**src/rtl/mc_ctrl_pkg.sv**
```systemverilog
// mc_ctrl_pkg: state encodings, opcode/funct constants and ALU codes for the multicycle MIPS controller (addi support keyed on MC_CTRL_ADDI_EN)
package mc_ctrl_pkg;
  typedef enum logic [3:0] {
    FETCH   = 4'd0,
    DECODE  = 4'd1,
    MEMADR  = 4'd2,
    MEMRD   = 4'd3,
    MEMWB   = 4'd4,
    MEMWR   = 4'd5,
    RTYPEEX = 4'd6,
    RTYPEWB = 4'd7,
    BEQEX   = 4'd8,
    ADDIEX  = 4'd9,
    ADDIWB  = 4'd10,
    JEX     = 4'd11
  } state_t;
  localparam logic [5:0] OP_LW    = 6'b100011;
  localparam logic [5:0] OP_SW    = 6'b101011;
  localparam logic [5:0] OP_RTYPE = 6'b000000;
  localparam logic [5:0] OP_BEQ   = 6'b000100;
  localparam logic [5:0] OP_ADDI  = 6'b001000;
  localparam logic [5:0] OP_J     = 6'b000010;
  localparam logic [5:0] F_ADD = 6'b100000;
  localparam logic [5:0] F_SUB = 6'b100010;
  localparam logic [5:0] F_AND = 6'b100100;
  localparam logic [5:0] F_OR  = 6'b100101;
  localparam logic [5:0] F_SLT = 6'b101010;
  localparam logic [1:0] ALUOP_ADD   = 2'b00;
  localparam logic [1:0] ALUOP_SUB   = 2'b01;
  localparam logic [1:0] ALUOP_FUNCT = 2'b10;
  localparam logic [2:0] ALU_ADD = 3'b010;
  localparam logic [2:0] ALU_SUB = 3'b110;
  localparam logic [2:0] ALU_AND = 3'b000;
  localparam logic [2:0] ALU_OR  = 3'b001;
  localparam logic [2:0] ALU_SLT = 3'b111;
  function automatic logic op_legal(input logic [5:0] op);
`ifdef MC_CTRL_ADDI_EN
    return op inside {OP_LW, OP_SW, OP_RTYPE, OP_BEQ, OP_J, OP_ADDI};
`else
    return op inside {OP_LW, OP_SW, OP_RTYPE, OP_BEQ, OP_J};
`endif
  endfunction
endpackage

```
**src/rtl/mc_aludec.sv**
```systemverilog
// mc_aludec: maps ALU operation class and funct onto the 3-bit ALU control code
module mc_aludec
  import mc_ctrl_pkg::*;
(
  input  logic [1:0] aluop,
  input  logic [5:0] funct,
  output logic [2:0] alucontrol
);
  logic [2:0] fdec;
  // unknown funct falls back to add so the instruction still writes back
  always_comb begin
    fdec = funct == F_SUB ? ALU_SUB :
           funct == F_AND ? ALU_AND :
           funct == F_OR  ? ALU_OR  :
           funct == F_SLT ? ALU_SLT : ALU_ADD;
    alucontrol = aluop == ALUOP_SUB   ? ALU_SUB :
                 aluop == ALUOP_FUNCT ? fdec    : ALU_ADD;
  end
endmodule

```
**src/rtl/mc_controller.sv**
```systemverilog
// mc_controller: multicycle MIPS Moore control FSM; addi states exist only with MC_CTRL_ADDI_EN
module mc_controller
  import mc_ctrl_pkg::*;
(
  input  logic       clk,
  input  logic       reset,
  input  logic [5:0] op,
  input  logic [5:0] funct,
  input  logic       zero,
  output logic       pcen,
  output logic       irwrite,
  output logic       memwrite,
  output logic       regwrite,
  output logic       iord,
  output logic       memtoreg,
  output logic       regdst,
  output logic       alusrca,
  output logic [1:0] alusrcb,
  output logic [1:0] pcsrc,
  output logic [2:0] alucontrol,
  output logic       illegal
);
  state_t     state, next;
  logic       pcwrite, branch, irw, mw, rw, ill;
  logic [1:0] aluop;
  // state register; reset jumps straight to FETCH without waiting for a clock
  always_ff @(posedge clk or posedge reset) begin
    if (reset) state <= FETCH;
    else state <= next;
  end
  // next-state decode; unused encodings return to FETCH
  always_comb begin
    next = FETCH;
    case (state)
      FETCH: next = DECODE;
      DECODE:
        case (op)
          OP_LW, OP_SW: next = MEMADR;
          OP_RTYPE:     next = RTYPEEX;
          OP_BEQ:       next = BEQEX;
`ifdef MC_CTRL_ADDI_EN
          OP_ADDI:      next = ADDIEX;
`endif
          OP_J:         next = JEX;
          default:      next = FETCH;
        endcase
      MEMADR:  next = op == OP_SW ? MEMWR : MEMRD;
      MEMRD:   next = MEMWB;
      RTYPEEX: next = RTYPEWB;
`ifdef MC_CTRL_ADDI_EN
      ADDIEX:  next = ADDIWB;
`endif
      default: next = FETCH;
    endcase
  end
  // Moore output decode; unlisted signals stay 0 and aluop defaults to add
  always_comb begin
    pcwrite = 1'b0;
    branch = 1'b0;
    irw = 1'b0;
    mw = 1'b0;
    rw = 1'b0;
    ill = 1'b0;
    iord = 1'b0;
    memtoreg = 1'b0;
    regdst = 1'b0;
    alusrca = 1'b0;
    alusrcb = 2'b00;
    pcsrc = 2'b00;
    aluop = ALUOP_ADD;
    case (state)
      FETCH: begin
        alusrcb = 2'b01;
        irw = 1'b1;
        pcwrite = 1'b1;
      end
      DECODE: begin
        alusrcb = 2'b11;
        ill = !op_legal(op);
      end
`ifdef MC_CTRL_ADDI_EN
      MEMADR, ADDIEX: begin
`else
      MEMADR: begin
`endif
        alusrca = 1'b1;
        alusrcb = 2'b10;
      end
      MEMRD: iord = 1'b1;
      MEMWB: begin
        memtoreg = 1'b1;
        rw = 1'b1;
      end
      MEMWR: begin
        iord = 1'b1;
        mw = 1'b1;
      end
      RTYPEEX: begin
        alusrca = 1'b1;
        aluop = ALUOP_FUNCT;
      end
      RTYPEWB: begin
        regdst = 1'b1;
        rw = 1'b1;
      end
      BEQEX: begin
        alusrca = 1'b1;
        aluop = ALUOP_SUB;
        pcsrc = 2'b01;
        branch = 1'b1;
      end
`ifdef MC_CTRL_ADDI_EN
      ADDIWB: rw = 1'b1;
`endif
      JEX: begin
        pcsrc = 2'b10;
        pcwrite = 1'b1;
      end
      default: ;
    endcase
  end
  // enables are held off while reset is high so no partial write can slip out
  assign pcen     = !reset && (pcwrite || (branch && zero));
  assign irwrite  = !reset && irw;
  assign memwrite = !reset && mw;
  assign regwrite = !reset && rw;
  assign illegal  = !reset && ill;
  mc_aludec u_aludec (
    .aluop      (aluop),
    .funct      (funct),
    .alucontrol (alucontrol)
  );
endmodule

```
**config.mk**
```make
export PLATFORM = sky130hd
export DESIGN_NAME = mc_controller
export DESIGN_NICKNAME = d
export VERILOG_FILES = /design/src/rtl/mc_ctrl_pkg.sv /design/src/rtl/mc_aludec.sv /design/src/rtl/mc_controller.sv
export SDC_FILE = /design/constraint.sdc
export NUM_CORES = 1
export LEC_CHECK = 0
export CAP_MARGIN = 20
export CORE_MARGIN = 2
export CORE_UTILIZATION = 35
export DETAILED_ROUTE_END_ITERATION = 6
export PLACE_DENSITY = 0.87
export REMOVE_ABC_BUFFERS = 1
export SLEW_MARGIN = 20
export SYNTH_ARGS = -nofsm -noshare
export SYNTH_HDL_FRONTEND = slang
export SYNTH_SLANG_ARGS = --single-unit
export TNS_END_PERCENT = 20
```
**constraint.sdc**
```tcl
create_clock -name clk -period 1.7 [get_ports clk]
set_input_delay 0.34 -clock clk [delete_from_list [all_inputs] [get_ports clk]]
set_output_delay 0.34 -clock clk [all_outputs]
set_load 0.03 [all_outputs]
```
; Word-level counts from Yosys, hierarchy flattened
; Index checks and enable logic that the tools add are counted.
; W data, S select, Z words.
[word_totals]
mem_bits_ro = 0
out_inout_bits = 16
wordCells = 59
register_bits = 4
mem_bits_rw = 0
latchBits = 0
n_memories = 0
[classes]
n_shift = 0
n_lt_le_gt_ge = 0
multipliers = 0
mux = 22
n_eq_ne = 19
addsub = 0
div_mod_pow = 0
reduce_logical = 17
n_bitwise = 0
[ops]
columns = cell, n
row1 = $eq A6 B6 Y1 const B, 6
row2 = $mux W3, 7
row3 = $pmux W4 S5, 1
row4 = $eq A4 B3 Y1 const B, 4
row5 = $pmux W4 S4, 1
row6 = $mux W1, 10
row7 = $eq A4 B2 Y1 const B, 2
row8 = $eq A4 B4 Y1 const B, 2
row9 = $pmux W2 S2, 2
row10 = $reduce_or A2 Y1, 4
row11 = $eq A6 B2 Y1 const B, 1
row12 = $eq A6 B3 Y1 const B, 1
row13 = $logic_and A1 B1 Y1, 6
row14 = $logic_not A6 Y1, 1
row15 = $pmux W2 S3, 1
row16 = $reduce_bool A5 Y1, 1
row17 = $eq A4 B1 Y1 const B, 1
row18 = $logic_not A4 Y1, 1
row19 = $reduce_or A3 Y1, 1
row20 = $eq A2 B1 Y1 const B, 1
row21 = $eq A2 B2 Y1 const B, 1
row22 = $logic_not A1 Y1, 2
row23 = $logic_or A1 B1 Y1, 1

; Longest topological paths before layout
; Gate-level depths: netlist of run 1.
[logic_depth]
word_depth = 7
mapped_depth = 5
ltp_nobuf = 4

; Modules after synthesis
; A second synthesis of run 1 with hierarchy kept.
[unflattened]
cells_unflattened = 66
area_unflattened_um2 = 490.5
[by_module_without_submodules]
columns = module, cells_per_inst, instances, area_each_um2
row1 = mc_controller, 57, 1, 414.1
row2 = mc_aludec, 9, 1, 76.3

; Least setup slack after synthesis of run 1
; No wires, ideal clock.
[synth_path]
path_type = register to output
from = register state[2]
to = output alucontrol[2]
setup_slack_ps = -425
t_arrival_ps = 1785
n_path_buf = 1
required_ps = 1360
stages_incl_launch_ff = 5
cell_sequence = dfrtp_1 > buf_2 > nand2b_1 > nor3_1 > o21bai_1
[synth_between]
elab_chain_len = 5
[synth_lines]
columns = element, line
row1 = "start, declared", mc_controller.sv:23  ; state_t state, next;
row2 = "start signal, assigned", mc_controller.sv:29  ; else state <= next;
row3 = $eq A4 B4 Y1 / $eq A4 B3 Y1 (equally long branches), mc_controller.sv:71  ; case (state)
row4 = $pmux W2 S2 (*), mc_controller.sv:71
row5 = $eq A2 B2 Y1, mc_aludec.sv:17  ; aluop == ALUOP_FUNCT ? fdec : ALU_ADD;
row6 = $mux W3, mc_aludec.sv:17
row7 = $mux W3 (*), mc_aludec.sv:16  ; alucontrol = aluop == ALUOP_SUB ? ALU_SUB :
row8 = "end, declared", mc_controller.sv:20  ; output logic [2:0] alucontrol,
; Every way passes the cells marked *; elsewhere a longest branch is shown, timed or not.

; Worst setup path after layout of run 1
[layout_path]
from = register state[0]
to = output alucontrol[2]
; The elaborated chain is that of the path after synthesis.

==> flow_summary.toml, run 1 <==
[grt]
grt_pass1_vias = 574
grt_max_degree = 13
grt_pass1_wl_um = 2460
grt_antenna_before_repair = 0
overflow = 0
grt.total_usage_pct = 22.1

[yosys]
yosys_warnings = 0
synth_area_per_cell_um2 = 7.39
synthTopCellsByArea = "dfrtp_1 21%, nor3_1 9.4%, nor2_1 5.5%"
synthDistinctLibCells = 30
ys_seq_area_share_pct = 20.8
syn_area_um2 = 480
netlist_instances = 65
ys_ff_latch = 4
synth_top_area_share_pct = 20.8
synth.largest_area_cell = "dfrtp_1"

[placement]
port_buffers = 30
placed_area_um2 = 835
place_congestion = 0.763
pre_cts_ws_ns = -0.678
dp_hpwl_um = 1200

[pwr]
ir_drop_v = 0.000540
power.leakage_uw = 0.000435
total_power_uw = 904
power_density_nw_per_um2 = 931

[floorplanning]
rows = 13
die_area_um2 = 1690
die_w_um = 41.1
num_io_pins = 31
initial_core_util_pct = 37.4
core_area_um2 = 1280
die_h_um = 41.1

[route]
vias_per_cell = 5.39
vias = 658
drtPass1Iterations = 2
wl_per_cell_um = 14.6
ant_nets = 0
drc = 0
initialDrtViolationCount = 9
finalWirelength_um = 1780

[sta]
clock-skew-final_ns = 0.0118
hold_viol_final = 0
relSlewSlack_pct = 74.6
finalCritPeriodShare_pct = 122
tightestPinTransition_ns = 0.380
tns_ns = -1.30
fmaxAchievable_mhz = 483
finalSetupViolCount = 7
period_needed_ns = 2.07
drv_slew = 0
rsz0062_at_grt = "yes"
worst_slack_ns = -0.369

[final_layout]
drive_above_1_share_pct = 45.8
syn2layout_area_growth_pct = 102
fin_nets = 124
regMostFlops = "state"
largest_reg_flops = 4
reg_top3 = "state x4"
diodes = 0
stdcell_area_um2 = 971

[clocking]
cts_inserted_buffers = 3
h-tree-depth = 1
cts_sinks = 4
postCtsSetupBuffers = 0
cts_hold_buf = 0
clk_path_buf_depth = 2
path_clk_slew_ns = 0.05
cts_tree = "done"
insertion_delay_ns = 0.25
root_buffer = "clkbuf_4"

[run_status]
failed_checks = "negative setup slack"
outcome = "finished with violations"

[setup_path]
r2r-start = "state[0]"
critical_path.startpoint = "state[0]"
critPathLaunchType = "flop"
endpoint_kind = "primary output"
crit_type = "flop to primary output"
worstPathRequired_ns = 1.36
critPathMaxFanout = 2
arrival_ns = 1.73

[hold_path]
hp-class = "primary input to async pin"

[run]
maxCapViolations = 0
## cells in the mapped netlist
cell type / instances
buf_6: 1
xnor2_1: 3
nand4_1: 2
nand2b_1: 4
a21oi_1: 1
a21boi_0: 1
o211ai_1: 1
or3b_2: 1
dfrtp_1: 4
nand2_1: 5
nor2_1: 7
o32a_1: 1
clkbuf_1: 1
and3_1: 1
a2bb2oi_1: 1
o21ai_0: 1
a31o_2: 1
nor3_1: 9
nand2b_4: 1
nor3b_1: 2
a31oi_1: 1
nor2b_1: 2
o21bai_1: 1
or4b_4: 1
buf_2: 2
o21a_1: 1
nor4b_1: 3
inv_1: 4
a221oi_1: 1
a22oi_1: 1
## final timing paths
kind | endpoint | slack (ns) | depth (start not counted)
min | state[2] | 0.29 | 3
max | alucontrol[2] | -0.37 | 5
min reg2reg | state[0] | 0.63 | 2
max reg2reg | state[2] | 0.28 | 5
max in group asynchronous | state[3] | 1.24 | 3
min in group clk | state[3] | 0.58 | 4
## cell usage in the layout, fill, tap and decap left out, drive strengths merged
cell type | netlist | routed
nor3b | 2 | 2
nor3 | 9 | 9
o21a | 1 | 1
a2bb2oi | 1 | 1
a21boi | 1 | 1
a221oi | 1 | 1
a22oi | 1 | 1
and3 | 1 | 1
buf | 3 | 29
o211ai | 1 | 1
or4b | 1 | 1
inv | 4 | 4
dfrtp | 4 | 4
o32a | 1 | 1
nand4 | 2 | 2
clkdlybuf4s50 | 0 | 12
a31oi | 1 | 1
nor2 | 7 | 7
nand2b | 5 | 5
or3b | 1 | 1
dlymetal6s2s | 0 | 2
xnor2 | 3 | 3
o21ai | 1 | 1
a31o | 1 | 1
nand2 | 5 | 5
nor4b | 3 | 3
nor2b | 2 | 2
o21bai | 1 | 1
clkbuf | 1 | 3
a21oi | 1 | 1
## logic make-up after synthesis
logic type      count (synthesis)  synth area share [%]
buf+inv                         8                  8.33
xor+xnor                        3                  5.47
compound gates                 12                  18.8
flops                           4                  20.8
simple gates                   38                  46.6
## area by class of cell
type / instances / area (µm²)
timing repair buffer: 43 / 385
multi-input combinational: 53 / 427
clock buffer: 3 / 22.5
sequential: 4 / 100
inverter: 4 / 17.5
fill: 87 / 314
tap: 15 / 18.8
## what timing repair did
action | 4_1_cts | 5_1_grt
endpoints found under the setup margin | 10 | 13
gates resized for setup | 16 | 17
pin swaps | 3 | 2
## through the flow
stage / std cells / hold WS [ns] / utilization (%)
after global routing: 122 / 0.308 / 75.6
after floorplan: 61 / 0.106 / -
final: 122 / 0.293 / 75.6
after global placement: 119 / 0.579 / 64.9
after CTS: 122 / 0.589 / 70.1
after detailed placement: 119 / 0.582 / 64.9
## critical path, stage by stage (launching register included)
cell	delay [ns]
dfrtp_1	0.38
nand2b_4	0.15
or4b_4	0.52
buf_6	0.13
o21bai_1	0.12
buf_4	0.18
## where the power goes
group / switching [µW] / leakage [µW] / internal [µW]
sequential: 16.1 / 0.0000532 / 115
clock: 49.1 / 0.0000138 / 79.7
combinational: 356 / 0.000368 / 288
## per-layer routing
layer | wire length [µm] | up-vias | GRT usage, %
met4 | 0 | 0 | 2.50
met2 | 871 | 31 | 37.5
met3 | 163 | 0 | 10.9
met5 | 0 | - | 0
met1 | 743 | 303 | 25.3
li1 | - | 324 | -
No activity file was read; power rests on OpenSTA's default activity.
==> inputs of run 2 (changes only) <==
--- a/config.mk
+++ b/config.mk
@@ -9,7 +9,7 @@
 export CORE_MARGIN = 2
 export CORE_UTILIZATION = 35
 export DETAILED_ROUTE_END_ITERATION = 6
-export PLACE_DENSITY = 0.87
+export PLACE_DENSITY = 0.82
 export REMOVE_ABC_BUFFERS = 1
 export SLEW_MARGIN = 20
 export SYNTH_ARGS = -nofsm -noshare
==> run 2 against run 1 <==
  * Critical path depth did not move
  * Final area fell by 1.7%
  * Clock power decreased by 9%
  * Total power is 3.5% lower
  * Clock skew down 0.0082 ns
  * Sequential cell count unchanged
  * Sequential power hardly changed
  * Non-clock buffer count grew 2
  * Largest cell class unchanged
  * Critical endpoint unchanged
  * Wire length decreased by 1.9%
  * The run still ends with negative setup slack left
  * Final cell count rose by 1.6%
==> flow_summary.toml, run 2 (synthesis gave the netlist of run 1 again) <==
[run_status]
outcome = "finished with violations"
failed_checks = "negative setup slack"

[setup_path]
crit_type = "flop to primary output"
endpoint_kind = "primary output"
critPathMaxFanout = 2
crit_buf_inv = 2
slowest_stage = "or4b_4"
timing.critical_path.slowest_cell_delay_ns = 0.54
worstRegToRegCells = 5
cp.depth = 5
reg2reg_to = "state[2]"
r2r-start = "state[1]"
arrival_ns = 1.71
critical_path.startpoint = "state[3]"
critPathLaunchType = "flop"
endpoint = "alucontrol[2]"
critical_path.top_delay_family = "simple AND/OR/NAND/NOR gates"
crit_chain = "nand2b_4, or4b_4, buf_6, o21bai_1, buf_4"
r2r_slack_ns = 0.34
worstPathRequired_ns = 1.36

[pwr]
p_clk_share_pct = 13.5
swShare_pct = 45.4
power_density_nw_per_um2 = 914
seq_power_share_pct = 14.9
power.switching_uw = 396
ir_drop_v = 0.000550
p_int_uw = 477
comb_power_share_pct = 71.6
power.leakage_uw = 0.000417

[grt]
grt_pass1_wl_um = 2510
grt_max_degree = 13
grt.total_usage_pct = 23.1
grt_antenna_before_repair = 0
overflow = 0
grt_pass1_vias = 582

[clocking]
root_buffer = "clkbuf_4"
h-tree-depth = 1
path_clk_slew_ns = 0.04
clk_path_buf_depth = 2
cts_sinks = 4
cts_inserted_buffers = 3
insertion_delay_ns = 0.23
postCtsSetupBuffers = 0
cts_tree = "done"
cts_hold_buf = 0

[final_layout]
drive_above_1_share_pct = 45.9
final_cell_mix = "26 x buf_4, 13 x clkdlybuf4s50_1, 7 x nor3_1, 6 x nor2_1, 5 x buf_6"
syn2layout_area_growth_pct = 98.7
regMostFlops = "state"
instances_no_fill = 124
fin_util_pct = 74.3
ff_latch_area_um2 = 100
fin_nets = 126
layout_commonest_cell = "buf_4"
reg_top3 = "state x4"
largest_reg_flops = 4
multi_input_area_um2 = 408
nFillCells = 96
diodes = 0

[sta]
finalCritPeriodShare_pct = 120
period_needed_ns = 2.05
relSlewSlack_pct = 78.7
whs_ns = 0.382
hold_viol_final = 0
rsz0062_at_grt = "yes"
fmaxAchievable_mhz = 489
drv_slew = 0
finalSetupViolCount = 6
clock-skew-final_ns = 0.00364
worst_slack_ns = -0.347
tightestPinTransition_ns = 0.317
tns_ns = -1.32

[route]
drtPass1Iterations = 4
ant_nets = 0
wl_per_cell_um = 14.1
vias = 658
initialDrtViolationCount = 5
drc = 0
vias_per_cell = 5.31
finalWirelength_um = 1750

[placement]
pre_cts_ws_ns = -0.658
place_congestion = 0.758
dp_hpwl_um = 1310
port_buffers = 30
dp.cells = 121

[floorplanning]
die_area_um2 = 1690
initial_core_util_pct = 37.4
num_io_pins = 31
die_h_um = 41.1
rows = 13
die_w_um = 41.1
core_area_um2 = 1280

[hold_path]
hp-class = "primary input to async pin"

[run]
maxCapViolations = 0
[run 2: final cells by class]
| type | count | area share, % |
|---|---|---|
| Multi-Input combinational cell | 53 | 42.7 |
| Timing Repair Buffer | 45 | 40.9 |
| Inverter | 4 | 1.57 |
| Clock buffer | 3 | 2.36 |
| Tap cell | 15 | 1.97 |
| Sequential cell | 4 | 10.5 |
[run 2: what timing repair did]
| action | 4_1_cts | 5_1_grt |
|---|---|---|
| pin swaps | 3 | 0 |
| hold endpoints to repair | 0 | 0 |
| gates resized for setup | 19 | 8 |
| setup endpoints to repair | 11 | 13 |
[run 2: through the flow]
step,power [µW],instance area [µm²]
after floorplan,435,455
after global placement,642,850
after detailed placement,650,850
after CTS,820,918
after global routing,923,955
final,872,955
[run 2: power by group through the flow]
| stage | Clock, µW | Combinational (µW) | Sequential (µW) |
|---|---|---|---|
| floorplan | 0 | 273 | 163 |
| global placement | 0 | 518 | 124 |
| detailed placement | 0 | 524 | 126 |
| CTS | 123 | 567 | 131 |
| global route | 131 | 660 | 132 |
| finish | 118 | 624 | 130 |
[run 2: per-layer routing]
layer	vias to the layer above	share of wire, %	global-route usage (%)
li1	329	-	-
met1	301	45	27.6
met2	28	49	41.4
met3	0	6.2	8.15
met4	0	0	0
met5	-	0	0
[run 2: worst min path at each step]
stage,start,to,slack (ns),cells after the start
final,reset,state[0],0.38,3
after global routing,reset,state[0],0.40,3
after CTS,reset,state[0],0.34,3
after detailed placement,state[3],state[1],0.60,2
after global placement,state[3],state[1],0.58,2
after floorplan,reset,state[0],0.11,1
[run 2: worst reg2reg max path, delay by kind of cell (launching register included)]
family	cells	cell delay, ns
compound gates	2	0.40
buf+inv	1	0.17
flops	1	0.41
simple gates	2	0.28
